File: src/rtl/segment_fifo_reader.sv
// Flow-controlled consumer of the x0/y0/x1/y1 FIFO bank; one segment per valid/ready handoff.
// Define SEG_CLIP_EN to clamp captured coordinates to the screen.
module segment_fifo_reader #(
    parameter int COORD_W  = 11,
    parameter int SCREEN_W = 640,
    parameter int SCREEN_H = 480,
    parameter int CNT_W    = 16
) (
    input  logic               clk,
    input  logic               reset,
    input  logic               enable,
    input  logic               empty_x0,
    input  logic               empty_y0,
    input  logic               empty_x1,
    input  logic               empty_y1,
    input  logic [COORD_W-1:0] q_x0,
    input  logic [COORD_W-1:0] q_y0,
    input  logic [COORD_W-1:0] q_x1,
    input  logic [COORD_W-1:0] q_y1,
    output logic               rd_req,
    output logic [COORD_W-1:0] x0,
    output logic [COORD_W-1:0] y0,
    output logic [COORD_W-1:0] x1,
    output logic [COORD_W-1:0] y1,
    output logic               seg_valid,
    input  logic               seg_ready,
    output logic               busy,
    output logic [CNT_W-1:0]   seg_count,
    output logic               desync_err
);

    typedef enum logic [1:0] {
        IDLE,
        POP,
        CAPTURE,
        PRESENT
    } state_t;

    state_t state;

    logic any_empty;
    logic all_empty;
    logic [COORD_W-1:0] cx0, cy0, cx1, cy1;

    assign any_empty = empty_x0 | empty_y0 | empty_x1 | empty_y1;
    assign all_empty = empty_x0 & empty_y0 & empty_x1 & empty_y1;
    assign busy      = (state != IDLE);

`ifdef SEG_CLIP_EN
    localparam logic [COORD_W-1:0] X_MAX = COORD_W'(SCREEN_W - 1);
    localparam logic [COORD_W-1:0] Y_MAX = COORD_W'(SCREEN_H - 1);

    function automatic logic [COORD_W-1:0] clip(
        input logic [COORD_W-1:0] v,
        input logic [COORD_W-1:0] lim
    );
        return (v > lim) ? lim : v;
    endfunction

    assign cx0 = clip(q_x0, X_MAX);
    assign cy0 = clip(q_y0, Y_MAX);
    assign cx1 = clip(q_x1, X_MAX);
    assign cy1 = clip(q_y1, Y_MAX);
`else
    logic unused_screen;
    assign unused_screen = ^{SCREEN_W, SCREEN_H};

    assign cx0 = q_x0;
    assign cy0 = q_y0;
    assign cx1 = q_x1;
    assign cy1 = q_y1;
`endif

    // FIFO data is valid in the cycle after POP and is registered as that
    // cycle ends, so seg_valid rises three cycles after the deciding IDLE.
    always_ff @(posedge clk) begin
        if (reset) begin
            state      <= IDLE;
            rd_req     <= 1'b0;
            seg_valid  <= 1'b0;
            x0         <= '0;
            y0         <= '0;
            x1         <= '0;
            y1         <= '0;
            seg_count  <= '0;
            desync_err <= 1'b0;
        end else begin
            rd_req <= 1'b0;
            unique case (state)
                IDLE: begin
                    if (any_empty && !all_empty)
                        desync_err <= 1'b1;
                    if (enable && !any_empty) begin
                        rd_req <= 1'b1;
                        state  <= POP;
                    end
                end
                POP: begin
                    state <= CAPTURE;
                end
                CAPTURE: begin
                    x0        <= cx0;
                    y0        <= cy0;
                    x1        <= cx1;
                    y1        <= cy1;
                    seg_valid <= 1'b1;
                    state     <= PRESENT;
                end
                PRESENT: begin
                    if (seg_ready) begin
                        seg_valid <= 1'b0;
                        seg_count <= seg_count + 1'b1;
                        state     <= IDLE;
                    end
                end
                default: state <= IDLE;
            endcase
        end
    end

endmodule
File: config.mk
export PLATFORM = sky130hd
export DESIGN_NAME = segment_fifo_reader
export DESIGN_NICKNAME = d
export VERILOG_FILES = /design/src/rtl/segment_fifo_reader.sv
export SDC_FILE = /design/constraint.sdc
export NUM_CORES = 1
export LEC_CHECK = 0
export BUFFER_PORTS_ARGS = -buffer_cell sky130_fd_sc_hd__buf_2
export CORE_ASPECT_RATIO = 0.8
export CORE_UTILIZATION = 46
export DETAILED_ROUTE_END_ITERATION = 12
export PLACE_DENSITY = 0.9
export SYNTH_ARGS = -nofsm -noshare
export SYNTH_HDL_FRONTEND = slang
export SYNTH_SLANG_ARGS = --single-unit
File: constraint.sdc
create_clock -name clk -period 2 [get_ports clk]
set_input_delay 0.3 -clock clk [delete_from_list [all_inputs] [get_ports clk]]
set_output_delay 0.3 -clock clk [all_outputs]
set_load 0.1 [all_outputs]
==> impl_table.tex <==
\begin{tabular}{lr}
\hline
Metric & Value \\
\hline
\multicolumn{2}{l}{\textbf{Hold path}} \\
\quad Beginning of the worst hold path & q\_x1[5] \\
\quad Number of stages on the worst hold path & 3 \\
\quad Worst min-delay path endpoint & x1[5] \\
\quad Path class of the lowest-slack min-delay path & input pin to flip-flop \\
\multicolumn{2}{l}{\textbf{Setup path}} \\
\quad Kind of end point of the critical path & output port \\
\quad Destination of the worst register-to-register timing path & seg\_count[12] \\
\quad Kind of start point of the critical path & flip-flop \\
\quad WS Path Type & flip-flop to output port \\
\quad R2R Path Start & state[1] \\
\quad Maximum fanout encountered on the critical timing path & 3 \\
\quad Worst Reg2Reg Path Length in Cells & 5 \\
\quad Required time at the worst-slack endpoint & around 1700 ps \\
\quad Critical Path AT & 1560 ps \\
\quad Register-to-register path setup slack & 270 ps \\
\multicolumn{2}{l}{\textbf{Global route}} \\
\quad Met1 layer usage reported by global route & around a fifth \\
\quad Global-route wire length before repair & 8928 µm \\
\quad Met2 Resource Use GR & between 30\% and 40\% \\
\quad Vias in the first global route & roughly 2100 \\
\quad Met3 demand-to-capacity share in global routing & a little under a tenth \\
\quad Maximum number of pins on one net before global-route repair & 31 \\
\quad Total global routing track utilization & between 20\% and 30\% \\
\quad GRT Residual Overflow & 0 \\
\quad Antenna violations before repair & 0 \\
\quad Most congested layer reported by global routing & met2 \\
\multicolumn{2}{l}{\textbf{Synth}} \\
\quad FF+latch count, synth & 65 \\
\quad Number of distinct standard cells referenced by the synthesized netlist & 29 \\
\quad Post-synthesis area per instance & $\sim$9.9 µm² \\
\quad Yosys synthesis warning count & 0 \\
\quad Fraction of the yosys area taken by sequential cells & 51.36\% \\
\quad Post-Syn Instances & between 200 and 300 \\
\quad Combined area of all synthesized cells & approximately 2500 µm² \\
\quad Post-Syn Nets & between 300 and 400 \\
\multicolumn{2}{l}{\textbf{Layout}} \\
\quad Leading cell type in the layout, fill and taps excluded & buf\_2 \\
\quad Signed area change from the synthesized netlist to the final layout & 35.61\% \\
\quad Final net count & around 430 \\
\quad Number of non-filler instances in the completed layout & 440 \\
\quad Number of fillers in the final layout & 425 \\
\quad Most frequent cells in the layout & buf\_2 (115), nor2\_1 (60), dfxtp\_1 (53), mux2i\_1 (45), dfxtp\_2 (12) \\
\quad Share of cells above drive strength 1 & roughly two fifths \\
\quad Diode insertion count for antenna repair & 0 \\
\multicolumn{2}{l}{\textbf{Die}} \\
\quad IO Count & 116 \\
\quad Overall die width & between 80 and 90 µm \\
\quad Die span in y & between 60 and 70 µm \\
\quad Standard-cell row count & 23 \\
\quad Placeable core region & between 5000 and 6000 µm² \\
\quad Starting utilization of the core area & between 40 and 50\% \\
\quad Die ar. & around 5800 µm² \\
\multicolumn{2}{l}{\textbf{Detailed routing}} \\
\quad ANT nets after route & 0 \\
\quad Count of vias placed by the detailed router & about 2200 \\
\quad Residual DRC & 5 \\
\quad First-pass iteration count of the detailed router & 8 \\
\quad Routed WL per cell & between 10 and 15 µm \\
\quad Via density & 5.032 \\
\quad First DRT Iteration DRCs & 64 \\
\quad Routed wire length & about 5700 µm \\
\multicolumn{2}{l}{\textbf{STA}} \\
\quad Final total negative setup slack & 0 ps \\
\quad Final critical path time including I/O delays and setup & $\sim$1900 ps \\
\quad Post-Route Skew & just under 5 ps \\
\quad Max-slew violation count & 0 \\
\quad Final cycle utilization of the critical path & about 93\% \\
\quad Worst slew margin relative to its limit & between 60 and 70\% \\
\quad Peak clock frequency supported by timing & about 540 MHz \\
\quad Final hold slack & 189.9 ps \\
\quad Setup repair after global routing missed its margin & false \\
\quad Final hold violation count & 0 \\
\quad Final Setup Violations & 0 \\
\quad Slew at the pin with the worst max-slew slack & around 500 ps \\
\multicolumn{2}{l}{\textbf{Power}} \\
\quad Total power consumption of the routed design & approximately 3.8 mW \\
\quad Logic gate share of total power & 27.2\% \\
\quad Sw Ratio & between 30\% and 40\% \\
\quad Net switching component of the power & around 1.4 mW \\
\quad Internal Dissipation & roughly 2.5 mW \\
\quad Sequential cell fraction of total power & between 30 and 40\% \\
\quad LEAKAGE & between 1.5 and 2 nW \\
\quad Maximum ir drop on the vdd rail & $\sim$670 µV \\
\quad Total power divided by cell area & approximately 1100 nW/µm² \\
\quad Fraction of power consumed by the clock network & 35.8\% \\
\multicolumn{2}{l}{\textbf{Status}} \\
\quad Failing checks & design-rule violations \\
\quad Status & finished with violations \\
\multicolumn{2}{l}{\textbf{Clock network}} \\
\quad Cts-stage hold buffer count & 0 \\
\quad Post-CTS resize count & 0 \\
\quad TritonCTS clock tree & done \\
\quad Clock slew at the register clock pins of the worst setup and hold paths & 70 ps \\
\quad Sink count of the clock tree & 65 \\
\quad Worst-skew pair later-pin latency & between 300 and 400 ps \\
\quad Number of buffers inserted during clock tree synthesis & 9 \\
\quad Number of setup buffers added after CTS & 0 \\
\quad H-tree depth & 3 \\
\quad Maximum buffer depth of the clock tree & 2 \\
\quad Clock tree root driver cell & clkbuf\_8 \\
\multicolumn{2}{l}{\textbf{Run}} \\
\quad Count of maximum capacitance violations & 0 \\
\multicolumn{2}{l}{\textbf{Place}} \\
\quad IO buf count & about 120 \\
\quad Detail Placement HPWL & between 4000 and 5000 µm \\
\quad Cell Count Post-Placement & about 420 \\
\quad Final Wtd Congestion & just under 0.8 \\
\hline
\end{tabular}
registers in the layout, summed over array words and instances, names as in the netlist:
name and count:
seg_valid 1, y1 11, desync_err 1, seg_count 16, y0 11, rd_req 1, state 2, x1 11
x0 11
synthesized netlist by cell type:
master | count | area share, %
mux2_1 | 1 | 0.44
and4_1 | 2 | 0.69
nor3_1 | 8 | 1.6
nand4_4 | 1 | 0.84
nand2_1 | 7 | 1.0
nand3_1 | 6 | 1.2
xnor2_1 | 7 | 2.4
a31o_2 | 1 | 0.35
buf_2 | 5 | 0.99
nor2b_2 | 1 | 0.35
xor2_1 | 3 | 1.0
buf_1 | 1 | 0.15
o21ba_2 | 1 | 0.40
o21ai_0 | 2 | 0.40
o21a_1 | 1 | 0.30
clkbuf_1 | 6 | 0.89
or3_1 | 2 | 0.49
nor2b_1 | 4 | 0.99
nor4_4 | 1 | 0.84
mux2_4 | 1 | 0.59
nand2b_1 | 3 | 0.74
nand4_1 | 2 | 0.49
a21oi_1 | 6 | 1.2
inv_1 | 6 | 0.89
ha_1 | 4 | 2.0
mux2i_1 | 45 | 18
nor2_1 | 60 | 8.9
dfxtp_1 | 65 | 51
nor4_1 | 3 | 0.74
area by class of cell:
class                           count  area [µm²]  area share, %
Clock buffer                       10       137.6          4.006
Clock inverter                      6       115.1          3.350
Inverter                            6       22.52         0.6555
Multi-Input combinational cell    172        1161          33.79
Sequential cell                    65        1316          38.31
Tap cell                           62       77.57          2.258
Timing Repair Buffer              119       605.6          17.63
worst max-delay path by stage:
| stage | from | endpoint | slack [ps] | cells past startpoint |
|---|---|---|---|---|
| floorplan | seg_count[5] | seg_count[11] | 10 | 4 |
| global placement | state[1] | seg_count[12] | 450 | 5 |
| detailed placement | state[1] | seg_count[12] | 310 | 5 |
| CTS | state[0] | busy | 150 | 4 |
| global route | state[0] | busy | 70 | 4 |
| finish | state[0] | busy | 140 | 4 |
routing by layer:
metal / wire [µm] / vias up
li1: - / 1092
met1: 2465 / 1038
met2: 2763 / 76
met3: 454 / 8
met4: 61 / 0
met5: 0 / -
cells by family after synthesis:
kind of cell    share of synthesized area, %
compound gates                         2.618
xor+xnor                               3.457
fa+ha+maj                              1.975
buf+inv                                2.913
flops                                  51.36
mux                                    18.81
simple gates                           18.86
critical path, stage by stage (launching register included):
cell and delay (ps):
dfxtp_1 370, inv_1 80, ha_1 220, inv_1 110, buf_2 440
power groups by stage:
stage                     clock network (mW)  registers, mW  logic [mW]
after global placement                     0           1.44        1.03
after detailed placement                   0           1.45        1.04
after CTS                               1.41           1.42        1.04
final                                   1.37           1.42        1.04
after floorplan                            0           1.92       0.383
after global routing                    1.46           1.43        1.10
through the flow:
step / util [%] / worst slack (ps) / area (µm²)
finish: 66.70 / 143.8 / 3436
global route: 66.70 / 68.11 / 3436
CTS: 66.70 / 146.8 / 3436
detailed placement: 61.79 / 314.1 / 3183
global placement: 61.79 / 451.5 / 3183
floorplan: - / 14.71 / 2549
No activity file was read; power rests on OpenSTA's default activity.
